<file path="config.mk">
export PLATFORM = sky130hd
export DESIGN_NAME = vic_cache_wb
export DESIGN_NICKNAME = d
export VERILOG_FILES = /design/src/rtl/vic_cache_wb.sv
export SDC_FILE = /design/constraint.sdc
export NUM_CORES = 1
export LEC_CHECK = 0
export CELL_PAD_IN_SITES_DETAIL_PLACEMENT = 1
export CELL_PAD_IN_SITES_GLOBAL_PLACEMENT = 1
export CORE_ASPECT_RATIO = 1.75
export CORE_UTILIZATION = 50
export DETAILED_ROUTE_END_ITERATION = 8
export MAX_ROUTING_LAYER = met4
export PLACE_DENSITY_LB_ADDON = 0.08
export SYNTH_ARGS = -nofsm -noshare
export SYNTH_HDL_FRONTEND = slang
export SYNTH_SLANG_ARGS = --single-unit
</file>
<file path="constraint.sdc">
create_clock -name clock -period 16.78 [get_ports clock]
set_input_delay 5.034 -clock clock [delete_from_list [all_inputs] [get_ports clock]]
set_output_delay 5.034 -clock clock [all_outputs]
set_load 0.05 [all_outputs]
</file>
<file path="src/rtl/vic_cache_wb.sv">
// Fully-associative victim cache sitting between L1 and the memory bus.
// Slot 0 holds the newest line and slot NUM_ENTRIES-1 the oldest. A lookup hit
// hands the line back to L1 and removes it. Dirty lines that overflow, and
// dirty lines drained by a flush, leave through a one-entry writeback buffer.
`ifndef NUM_TAG_BITS
`define NUM_TAG_BITS 20
`endif
`ifndef NUM_SET_BITS
`define NUM_SET_BITS 6
`endif

module vic_cache_wb #(
  parameter int NUM_ENTRIES = 4,
  parameter int TAG_BITS    = `NUM_TAG_BITS,
  parameter int SET_BITS    = `NUM_SET_BITS,
  parameter int DATA_BITS   = 64,
  localparam int OCC_W      = $clog2(NUM_ENTRIES + 1)
) (
  input  logic                 clock,
  input  logic                 reset,
  input  logic                 ins_valid,
  output logic                 ins_ready,
  input  logic [TAG_BITS-1:0]  ins_tag,
  input  logic [SET_BITS-1:0]  ins_set,
  input  logic [DATA_BITS-1:0] ins_data,
  input  logic                 ins_dirty,
  input  logic                 lkp_valid,
  input  logic [TAG_BITS-1:0]  lkp_tag,
  input  logic [SET_BITS-1:0]  lkp_set,
  output logic                 lkp_hit,
  output logic [DATA_BITS-1:0] lkp_data,
  output logic                 lkp_dirty,
  output logic                 wb_valid,
  input  logic                 wb_ready,
  output logic [TAG_BITS-1:0]  wb_tag,
  output logic [SET_BITS-1:0]  wb_set,
  output logic [DATA_BITS-1:0] wb_data,
  input  logic                 flush_req,
  output logic                 flush_done,
  output logic [OCC_W-1:0]     occupancy
);

  localparam int IDX_W = $clog2(NUM_ENTRIES);

  typedef enum logic [1:0] {IDLE, FLUSH, DONE} state_t;

  state_t                 state_q, state_d;
  logic [NUM_ENTRIES-1:0] vld_q, vld_d;
  logic [NUM_ENTRIES-1:0] dirty_q, dirty_d;
  logic [TAG_BITS-1:0]    tag_q  [NUM_ENTRIES];
  logic [TAG_BITS-1:0]    tag_d  [NUM_ENTRIES];
  logic [SET_BITS-1:0]    set_q  [NUM_ENTRIES];
  logic [SET_BITS-1:0]    set_d  [NUM_ENTRIES];
  logic [DATA_BITS-1:0]   data_q [NUM_ENTRIES];
  logic [DATA_BITS-1:0]   data_d [NUM_ENTRIES];

  logic                   wb_vld_q, wb_vld_d;
  logic [TAG_BITS-1:0]    wb_tag_q, wb_tag_d;
  logic [SET_BITS-1:0]    wb_set_q, wb_set_d;
  logic [DATA_BITS-1:0]   wb_data_q, wb_data_d;

  logic [NUM_ENTRIES-1:0] hit_vec, dup_vec, rm_vec, keep_vec;
  logic                   full, wb_free, ins_fire;
  logic                   fl_found, fl_take, evict;
  logic [IDX_W-1:0]       fl_idx;
  int                     rank [NUM_ENTRIES];

  function automatic logic [OCC_W-1:0] pop_count(input logic [NUM_ENTRIES-1:0] v);
    logic [OCC_W-1:0] n;
    n = '0;
    for (int i = 0; i < NUM_ENTRIES; i++) n = n + OCC_W'(v[i]);
    return n;
  endfunction

  // Tag match of stored entries against the probe and against the incoming line
  always_comb begin
    hit_vec   = '0;
    dup_vec   = '0;
    lkp_data  = '0;
    lkp_dirty = 1'b0;
    for (int i = 0; i < NUM_ENTRIES; i++) begin
      hit_vec[i] = lkp_valid & vld_q[i] & (tag_q[i] == lkp_tag) & (set_q[i] == lkp_set);
      dup_vec[i] = vld_q[i] & (tag_q[i] == ins_tag) & (set_q[i] == ins_set);
      if (hit_vec[i]) begin
        lkp_data  = lkp_data | data_q[i];
        lkp_dirty = lkp_dirty | dirty_q[i];
      end
    end
  end

  assign lkp_hit    = |hit_vec;
  assign full       = &vld_q;
  assign wb_free    = ~wb_vld_q | wb_ready;
  // A hit frees a slot, so a full cache only blocks when the oldest is dirty and the buffer is stuck
  assign ins_ready  = (state_q == IDLE) &
                      (~full | lkp_hit | ~dirty_q[NUM_ENTRIES-1] | wb_free);
  assign ins_fire   = ins_valid & ins_ready;
  assign flush_done = (state_q == DONE);
  assign occupancy  = pop_count(vld_q);
  assign wb_valid   = wb_vld_q;
  assign wb_tag     = wb_vld_q ? wb_tag_q  : '0;
  assign wb_set     = wb_vld_q ? wb_set_q  : '0;
  assign wb_data    = wb_vld_q ? wb_data_q : '0;

  // Locate the oldest valid entry, which is the one a flush drains next
  always_comb begin
    fl_found = 1'b0;
    fl_idx   = '0;
    for (int i = 0; i < NUM_ENTRIES; i++) begin
      if (vld_q[i]) begin
        fl_found = 1'b1;
        fl_idx   = IDX_W'(i);
      end
    end
  end

  // Decide which entries leave this cycle and the new age rank of the survivors
  always_comb begin
    fl_take = (state_q == FLUSH) & fl_found & ~hit_vec[fl_idx] &
              (~dirty_q[fl_idx] | wb_free);
    rm_vec  = hit_vec | (ins_fire ? dup_vec : '0);
    if (fl_take) rm_vec[fl_idx] = 1'b1;
    keep_vec = vld_q & ~rm_vec;
    rank[0]  = ins_fire ? 1 : 0;
    for (int i = 1; i < NUM_ENTRIES; i++) begin
      rank[i] = rank[i-1] + (keep_vec[i-1] ? 1 : 0);
    end
    // Survivor pushed past the last slot only when inserting into a full cache
    evict = ins_fire & keep_vec[NUM_ENTRIES-1] & (rank[NUM_ENTRIES-1] == NUM_ENTRIES);
  end

  // Compact survivors into age order behind the newly inserted line
  always_comb begin
    vld_d   = '0;
    dirty_d = dirty_q;
    tag_d   = tag_q;
    set_d   = set_q;
    data_d  = data_q;
    if (ins_fire) begin
      vld_d[0]   = 1'b1;
      dirty_d[0] = ins_dirty;
      tag_d[0]   = ins_tag;
      set_d[0]   = ins_set;
      data_d[0]  = ins_data;
    end
    for (int p = 0; p < NUM_ENTRIES; p++) begin
      for (int i = 0; i < NUM_ENTRIES; i++) begin
        if (keep_vec[i] && rank[i] == p) begin
          vld_d[p]   = 1'b1;
          dirty_d[p] = dirty_q[i];
          tag_d[p]   = tag_q[i];
          set_d[p]   = set_q[i];
          data_d[p]  = data_q[i];
        end
      end
    end
  end

  // Writeback buffer: drains on handshake, reloads in the same edge if needed
  always_comb begin
    wb_vld_d  = wb_vld_q & ~wb_ready;
    wb_tag_d  = wb_tag_q;
    wb_set_d  = wb_set_q;
    wb_data_d = wb_data_q;
    if (evict && dirty_q[NUM_ENTRIES-1]) begin
      wb_vld_d  = 1'b1;
      wb_tag_d  = tag_q[NUM_ENTRIES-1];
      wb_set_d  = set_q[NUM_ENTRIES-1];
      wb_data_d = data_q[NUM_ENTRIES-1];
    end else if (fl_take && dirty_q[fl_idx]) begin
      wb_vld_d  = 1'b1;
      wb_tag_d  = tag_q[fl_idx];
      wb_set_d  = set_q[fl_idx];
      wb_data_d = data_q[fl_idx];
    end
  end

  // Flush sequencing: drain until empty and buffer idle, then pulse done
  always_comb begin
    state_d = state_q;
    case (state_q)
      IDLE:    if (flush_req) state_d = FLUSH;
      FLUSH:   if (vld_q == '0 && !wb_vld_q) state_d = DONE;
      DONE:    state_d = IDLE;
      default: state_d = IDLE;
    endcase
  end

  // Control state with asynchronous reset
  always_ff @(posedge clock or posedge reset) begin
    if (reset) begin
      state_q  <= IDLE;
      vld_q    <= '0;
      wb_vld_q <= 1'b0;
    end else begin
      state_q  <= state_d;
      vld_q    <= vld_d;
      wb_vld_q <= wb_vld_d;
    end
  end

  // Line payloads carry no reset; their valid bits qualify them
  always_ff @(posedge clock) begin
    dirty_q   <= dirty_d;
    tag_q     <= tag_d;
    set_q     <= set_d;
    data_q    <= data_d;
    wb_tag_q  <= wb_tag_d;
    wb_set_q  <= wb_set_d;
    wb_data_q <= wb_data_d;
  end

endmodule

</file>
[Yosys cells after proc, flatten, opt, wreduce, memory -nomap -nowiden]
Index checks and enable logic that the tools add are counted.
Operators by class
  add/subtract/negate cells: 6
  order comparisons: 3
  equal/unequal tests: 36
  multiplexer cells: 131
  bitwise gates (word level): 51
  reductions and logical operators: 39
Operator list (number)
  64-bit two-way mux: 25
  20-bit two-way mux: 21
  64-bit bitwise OR: 3
  20-bit equality test: 8
  64-bit binary-select mux with 2-bit select: 1
  32-bit logical NOT: 4
  6-bit two-way mux: 21
  1-bit two-way mux: 51
  6-bit equality test: 8
  20-bit binary-select mux with 2-bit select: 1
  1-bit bitwise AND: 28
  1-bit logical AND: 20
  6-bit binary-select mux with 2-bit select: 1
  2-bit AND reduction: 5
  3-bit nonzero test: 3
  4-bit by 2-bit equality test with 1-bit output, second input constant: 2
  2-bit two-way mux: 4
  4-bit two-way mux: 2
  1-bit bitwise OR: 8
  4-bit bitwise OR: 2
  1-bit NOT: 7
  2-bit by 1-bit adder with 3-bit output: 2
  2-bit equality test, second input constant: 3
  3-bit by 2-bit equality test with 1-bit output, second input constant: 2
  29 further kinds: 34
Storage, ports and cells
  register bits: 461
  input port bits: 123
  output and inout bits: 162
  logic and storage cells: 288

[Depth between registers and ports, before layout]
Gate-level depths: netlist of the first run.
  depth in word-level cells: 23
  depth in mapped cells: 20
  depth with buffers taken out: 17

[Worst setup path after synthesis of the first run]
Ideal clock, no wire load.
  kind: in2reg
  start: input lkp_tag[1]
  end: register data_q[0] (netlist bit), enable pin
  setup time: 579 ps
  data arrival time: 12832 ps
  data required time: 16201 ps
  setup slack: 3369 ps
  stages on the path: 17
  path buffers: 2
  path through: xor2_1 -> or4_1 -> nor3_2 -> a211oi_2 -> and4_4 -> nor2_1 -> nand3_1 -> and2_1 -> ha_1 -> inv_1 -> ha_1 -> ha_1 -> nor3_1 -> nand3_1 -> buf_4 -> buf_4 -> a22oi_1
Between the ends
  longest elaborated chain between the ends: 23
  elaborated cells on any way between the ends: 47
  those cells by class: add/sub (3); eq/ne (8); mux (8); bitwise (21); reduce/logical (7)
RTL lines
  start, declared: RTL line 28  | input logic [TAG_BITS-1:0] lkp_tag,
  20-bit equality test: RTL line 82  | hit_vec[i] = lkp_valid & vld_q[i] & (tag_q[i] == lkp_tag) & (set_q[i] == lkp_set);
  1-bit bitwise AND (2 in a row): RTL line 82
  4-bit OR reduction: RTL line 91  | assign lkp_hit = |hit_vec;
  1-bit bitwise OR (3 in a row): RTL line 96  | (~full | lkp_hit | ~dirty_q[NUM_ENTRIES-1] | wb_free);
  1-bit bitwise AND: RTL line 95  | assign ins_ready = (state_q == IDLE) &
  1-bit bitwise AND: RTL line 97  | assign ins_fire = ins_valid & ins_ready;
  4-bit two-way mux: RTL line 121  | rm_vec = hit_vec | (ins_fire ? dup_vec : '0);
  4-bit bitwise OR: RTL line 121
  (+4 left out)
  1-bit two-way mux: RTL line 126  | rank[i] = rank[i-1] + (keep_vec[i-1] ? 1 : 0);
  1-bit by 1-bit adder with 2-bit output: RTL line 126
  2-bit by 1-bit adder with 3-bit output: RTL line 126
  3-bit by 1-bit adder with 4-bit output: RTL line 126
  4-bit by 2-bit equality test with 1-bit output: RTL line 148  | if (keep_vec[i] && rank[i] == p) begin
  1-bit logical AND: RTL line 148
  1-bit NOT (no line)
  2-bit AND reduction (no line) (*)
  end signal, assigned: RTL line 207  | data_q <= data_d;
  end, declared: RTL line 54  | logic [DATA_BITS-1:0] data_q [NUM_ENTRIES];
Every way passes the cells marked *; elsewhere a longest branch is shown, timed or not. The select of a mux whose other input is x is not followed.
A chain may end at the register's enable or synchronous reset.

[Worst setup path in the final report of the first run]
  start: input lkp_tag[15]
  end: output lkp_data[32]
Between the ends
  longest elaborated chain between the ends: 10
  elaborated cells on any way between the ends: 19
  those cells by class: eq/ne (4); mux (4); bitwise (11)
RTL lines
  20-bit equality test: RTL line 82
  1-bit bitwise AND (2 in a row): RTL line 82
  64-bit two-way mux: RTL line 84  | if (hit_vec[i]) begin
  64-bit bitwise OR: RTL line 85  | lkp_data = lkp_data | data_q[i];
  64-bit two-way mux: RTL line 84
  64-bit bitwise OR: RTL line 85
  64-bit two-way mux: RTL line 84
  64-bit bitwise OR: RTL line 85
  64-bit two-way mux (*): RTL line 84
  end, declared: RTL line 31  | output logic [DATA_BITS-1:0] lkp_data,
Every way passes the cells marked *; elsewhere a longest branch is shown, timed or not.

==> results.md, run 1 <==
- TritonCTS clock tree: done
- DR iter-0 viols: roughly 1,900
- Slew @ Worst Pin: roughly 1200 ps
- # fillers: approximately 6,000
- Min cycle time layout: ~15,000 ps
- Max-slew violations: 0
- Gr usage total: 0.388
- Core ar.: approximately 57,000 µm²
- Io pins: 285
- Clk_lat worst skew: approximately 590 ps
- Register area share after synthesis: 0.473
- H-tree Lvls: 2
- Pint: between 2 and 3 mW
- Netlist cell types: 55
- Clk slew on worst S/H paths: around 60 ps
- Clk pwr share: 0.231
- Gate power share: 0.363
- Max-slew headroom: 0.168
- NetSw: roughly 1.8 mW
- Via count: approximately 23,000
- Startpoint Class: input port
- Area growth, synth to finish: 16.0%
- Post-cts hold buffer count: 0
- Post-Syn Area: 29,200 µm²
- Share of cells above drive strength 1: 0.136
- Crit end category: output port
- Total wire length: roughly 110 mm
- WL/cell: approximately 31 µm
- Avg Inst Size Synth: around 11 µm²
- Syn_nets: 2,771
- Commonest register cell after synthesis: edfxtp_1
- Dpl ws: around 2400 ps
- Final Setup Violations: 0
- Initial Util: 0.508
- Final instance area: ~34,000 µm²
- Non-Filler Instances: ~3,600
- Antenna violations before repair: 4
- WP data arrival: 9480 ps
- Post-layout util: 0.589
- Post-CTS setup buffer count: 0
- Leakage power: around 11 nW
- PwrDens: about 140 nW/µm²
- Detailed Place HPWL: ~72 mm
- Die W: approximately 180 µm
- CTS resizes: 0
- Placed Area: about 32,000 µm²
- Gr ovfl total: 0
- Final hold violations: 0
- CP Max Fanout: 39
- Most frequent cells in the layout: edfxtp_1 (454), clkdlybuf4s50_1 (284), nor2_1 (283), mux2i_1 (272), a21oi_1 (181)
- Commonest non-fill, non-tap cell in the layout: edfxtp_1
- RSZ-0062 raised after global routing: false
- Final Skew: ~17 ps
- Placed insts: between 3,000 and 4,000
- EDFF count, synth: approximately 450
- Outcome: completed
- Post-route ant nets: 0
- Vias in the first global route: approximately 25,000
- Sink Count: ~460
- Synthesis-stage register bit count: 461
- Min-delay worst type: register to register
- Setup CP Type: input port to output port
- DRT Pass-1 Iters: 5
- Nets: 2,913
- Largest net degree at the start of global routing: 184
- Final worst slack: roughly 2300 ps
- Worst path required time: roughly 12,000 ps
- Global-route wire length before repair: around 160 mm
- DRC viols: 0
- Sum of negative setup slack: 0 ps
- Part of the power in registers: 0.406
- Die Height: about 320 µm
- Final RePlAce weighted congestion: approximately 1.1
- FFs w/ async S/R, synth: 0.0152
- Maximum vdd drop: roughly 0.00011 V
- Synthesis warning total: 0
- Vias/cell: between 6 and 7
- CTS buffer count: 46
- Max-cap violations: 0
- Clock tree root buffer cell: clkbuf_16
- Die area: about 59,000 µm²
- Switching Share: 0.384
- Port bufs: about 280
- Final Cycle Share: 0.865
- Clock buffer depth: 3
- Mapped Cells: 2,634
- Rows: 116
- Fmax: ~0.069 GHz
[state kept, by name (all words and copies together), names as in the netlist, 4 cells and up]
signal / flops
tag_q: 80
set_q: 24
vld_q: 4
dirty_q: 4
wb_data_q: 64
wb_tag_q: 20
wb_set_q: 6
data_q: 256
[power by group through the flow]
stage	Sequential [mW]	Clock [mW]	Combinational (mW)
finish	1.94	1.10	1.73
global route	1.95	1.15	1.82
CTS	1.93	1.11	1.73
detailed placement	1.95	0	1.71
global placement	1.94	0	1.66
floorplan	1.85	0	1.17
[cells in the mapped netlist, types with 68 or more instances]
master    instances  area share
a221oi_2         90       0.046
o21ai_0          93       0.016
a22oi_1         131       0.034
mux2_2           99       0.038
nor2_1          283       0.036
a21oi_1         181       0.031
inv_1           103       0.013
nand2_1         169       0.022
mux2_4           68       0.035
and2_1           93       0.020
clkbuf_1        126       0.016
xor2_1           68       0.020
xnor2_1         139       0.042
mux2i_1         272       0.093
edfxtp_1        454        0.47
[logic make-up (layout without fill, tap and decap cells)]
kind of cell / after synthesis / after routing / synth area share
adder cells (fa/ha/maj): 14 / 14 / 0.00678
AND/OR/NAND/NOR: 657 / 657 / 0.102
AO/OA/AOI/OAI: 513 / 513 / 0.133
flip-flops: 461 / 461 / 0.473
buffers and inverters: 327 / 504 / 0.0507
other: 0 / 4 / 0
XOR/XNOR: 207 / 207 / 0.0621
multiplexers: 455 / 455 / 0.173
[layout make-up]
class / instances / area (µm²) / area share
diodes: 4 / 10.0 / 0.000296
clock buffers: 57 / 1210 / 0.0359
clock inverters: 26 / 310 / 0.00917
inverters: 103 / 387 / 0.0114
multi-input cells: 1846 / 14000 / 0.413
flip-flops and latches: 461 / 13800 / 0.408
well taps: 767 / 960 / 0.0284
repair buffers: 318 / 3150 / 0.0930
[routing by layer]
layer  up-vias  track usage  share of wire
li1       9909            -              -
met1     11800        0.427           0.36
met2      1121        0.656           0.51
met3       345       0.0527          0.064
met4         0        0.248          0.073
met5         -            -              0
[per-stage QoR]
step	power, mW	hold WS (ps)
after floorplan	3.02	477
after global placement	3.60	535
after detailed placement	3.66	556
after CTS	4.77	566
after global routing	4.92	596
final	4.77	575
[worst paths after layout]
check	from	endpoint	slack [ps]	depth (start not counted)
max	lkp_tag[15]	lkp_data[32]	2260	9
min	state_q[1]	state_q[0]	580	1
max reg2reg	tag_q[5]	data_q[192]	8740	19
min reg2reg	state_q[1]	state_q[0]	580	1
max in group asynchronous	reset	vld_q[1]	11780	2
min in group asynchronous	reset	vld_q[2]	4720	2
[worst max-delay path, stage by stage]
cell	delay, ps
clkdlybuf4s50_1	690
xnor2_1	180
nand4_1	280
nor4_1	680
and2_2	990
buf_4	520
a22oi_1	120
nand2_1	120
clkdlybuf4s50_1	820
(Power assumes the default switching activity.)
==> run 2: changes to the inputs <==
--- a/config.mk
+++ b/config.mk
@@ -8,6 +8,7 @@
 export CELL_PAD_IN_SITES_DETAIL_PLACEMENT = 1
 export CELL_PAD_IN_SITES_GLOBAL_PLACEMENT = 1
 export CORE_ASPECT_RATIO = 1.75
+export CORE_MARGIN = 1
 export CORE_UTILIZATION = 50
 export DETAILED_ROUTE_END_ITERATION = 8
 export MAX_ROUTING_LAYER = met4
==> results of run 2 <==
Final layout, timing and power as in run 1 (identical DEF).
==> run 3: changes to the inputs <==
--- a/config.mk
+++ b/config.mk
@@ -9,7 +9,7 @@
 export CELL_PAD_IN_SITES_GLOBAL_PLACEMENT = 1
 export CORE_ASPECT_RATIO = 1.75
 export CORE_MARGIN = 1
-export CORE_UTILIZATION = 50
+export CORE_UTILIZATION = 42
 export DETAILED_ROUTE_END_ITERATION = 8
 export MAX_ROUTING_LAYER = met4
 export PLACE_DENSITY_LB_ADDON = 0.08
==> constraint.sdc (replaced) <==
create_clock -name clock -period 11.85 [get_ports clock]
set_input_delay 3.555 -clock clock [delete_from_list [all_inputs] [get_ports clock]]
set_output_delay 3.555 -clock clock [all_outputs]
set_load 0.05 [all_outputs]
==> results.md, run 3 (synthesis gave the netlist of run 1 again) <==
- Outcome: completed
- Worst Hold Depth: 1 (unchanged)
- PwrDens: 196 nW/µm² (+39%)
- Hold_sp: state_q[1]
- WP data arrival: 7270 ps (-2210 ps)
- CTS resizes: 0 (unchanged)
- Leakage power: 11.4 nW (+0.36%)
- Biggest register: data_q
- Core ar.: 68,600 µm² (+19%)
- Max reg flops: 256 (unchanged)
- WL/cell: 31.0 µm (-0.81%)
- Post-CTS setup buffer count: 0 (unchanged)
- Io pins: 285 (unchanged)
- CP Max Fanout: 5 (-87%)
- Gr usage total: 0.335 (-0.0528)
- Share of cells above drive strength 1: 0.137 (+0.00170)
- TritonCTS clock tree: done
- Fmax: a little over 0.09 GHz
- Final RePlAce weighted congestion: 1.00 (-4.9%)
- Area growth, synth to finish: 17.1%
- Reg2reg end: data_q[17]
- Hold WS: 526 ps (-49.8 ps)
- Sum of negative setup slack: 0 ps (unchanged)
- Min-delay worst type: register to register
- Largest net degree at the start of global routing: 184 (unchanged)
- DR iter-0 viols: 1,370 (-29%)
- Placed insts: 3,636 (+4.0%)
- Post-route ant nets: 0 (unchanged)
- Max-slew headroom: 0.215 (+0.0470)
- Crit end category: output port
- DRC viols: 0 (unchanged)
- Clk_lat worst skew: 610 ps (+20 ps)
- RSZ-0062 raised after global routing: false
- H-tree Lvls: 2 (unchanged)
- Startpoint Class: input port
- Post-cts hold buffer count: 0 (unchanged)
- Final Skew: 20.7 ps (+3.29 ps)
- Final worst slack: 1030 ps (-1230 ps)
- Slew @ Worst Pin: 1180 ps (-70.5 ps)
- Max-slew violations: 0 (unchanged)
- # fillers: 7,312 (+22%)
- Global-route wire length before repair: 169 mm (+3.1%)
- Sink Count: 461 (unchanged)
- Dpl ws: 1130 ps (-1230 ps)
- Maximum vdd drop: 0.000141 V (+31%)
- Hold EP: state_q[0]
- Final hold violations: 0 (unchanged)
- Commonest non-fill, non-tap cell in the layout: edfxtp_1
- Final Setup Violations: 0 (unchanged)
- Reg2Reg Setup Slack: 5040 ps (-3700 ps)
- Setup CP Type: input port to output port
- Reg2Reg Launch Point: vld_q[1]
- Vias/cell: 6.11 (-5.8%)
- Min cycle time layout: between 10,000 and 15,000 ps
- Most frequent cells in the layout: edfxtp_1 (454), clkdlybuf4s50_1 (284), nor2_1 (283), mux2i_1 (272), a21oi_1 (181)
- Gr ovfl total: 0 (unchanged)
- CTS buffer count: 48 (+4.3%)
- Nets: 2,920 (+0.24%)
- Die W: 201 µm (+9.0%)
- DRT Pass-1 Iters: 7 (+2)
- Via count: 22,800 (-1.8%)
- Non-Filler Instances: 3,731 (+4.2%)
- Antenna violations before repair: 6 (+2)
- Detailed Place HPWL: 73.2 mm (+1.8%)
- Rows: 127 (+9.5%)
- Clk slew on worst S/H paths: 60 ps (about the same)
- R2r worst-path depth: 17 (-2)
- Worst path required time: 8300 ps (-3450 ps)
- Max-cap violations: 0 (unchanged)
- Vias in the first global route: 24,400 (-0.42%)
- Clock tree root buffer cell: clkbuf_16
- Total wire length: 116 mm (+3.3%)
- Final Cycle Share: 0.913
- Die area: 70,600 µm² (+19%)
- Die Height: 351 µm (+9.1%)
- Port bufs: 284 (unchanged)
- Clock buffer depth: 3 (unchanged)
- Initial Util: 0.425 (-0.0826)
- Biggest registers after layout: data_q (256), tag_q (80), wb_data_q (64)
run 3: changes by cell type in the layout (fill, tap and decap cells not counted), sizes merged:
cell and delta:
inv -2, clkinv +9, clkinvlp +2, clkbuf +1, buf +5, bufinv -6
diode +4
run 3: area by class of cell:
cell class / count / area (µm²) / share of cell area
antenna: 8 / 20.0 / 0.000586
multi-input combinational: 1846 / 14000 / 0.409
tap: 903 / 1130 / 0.0331
clock buffer: 58 / 1280 / 0.0375
sequential: 461 / 13800 / 0.404
clock inverter: 29 / 174 / 0.00509
timing repair buffer: 323 / 3370 / 0.0987
inverter: 103 / 387 / 0.0113
run 3: per-layer routing:
layer / track usage / part of all wire
met1: 0.384 / 0.39
met2: 0.568 / 0.50
met3: 0.0434 / 0.051
met4: 0.185 / 0.058
met5: - / 0
run 3: power breakdown:
group          total [mW]  internal (mW)  switching, mW
clock                1.48          0.791          0.692
combinational        2.48          0.936           1.55
sequential           2.72           2.37          0.353
total                6.69           4.09           2.59
run 3: worst max-delay path, stage by stage:
cell	delay (ps)
clkdlybuf4s50_1	530
xnor2_1	620
nand4_1	190
nor4_1	480
a211oi_2	200
and4_4	280
nor3_1	480
clkdlybuf4s50_1	930
run 3: through the flow:
stage / total power, mW / util / cell area, µm²
floorplan: 4.28 / - / 29200
global placement: 5.16 / 0.476 / 32700
detailed placement: 5.22 / 0.476 / 32700
CTS: 6.72 / 0.498 / 34200
global route: 6.95 / 0.498 / 34200
finish: 6.69 / 0.498 / 34200
run 3: worst max-delay path by stage:
| stage | slack, ps | start | end | cells after the start |
|---|---|---|---|---|
| 6_report | 1030 | lkp_tag[6] | ins_ready | 8 |
| 3_3_place_gp | 1160 | lkp_tag[18] | ins_ready | 8 |
| 4_1_cts | 1120 | lkp_tag[18] | ins_ready | 8 |
| 2_1_floorplan | 1090 | lkp_tag[1] | data_q[192] | 18 |
| 5_1_grt | 980 | lkp_tag[6] | ins_ready | 8 |
| 3_5_place_dp | 1130 | lkp_tag[18] | ins_ready | 8 |
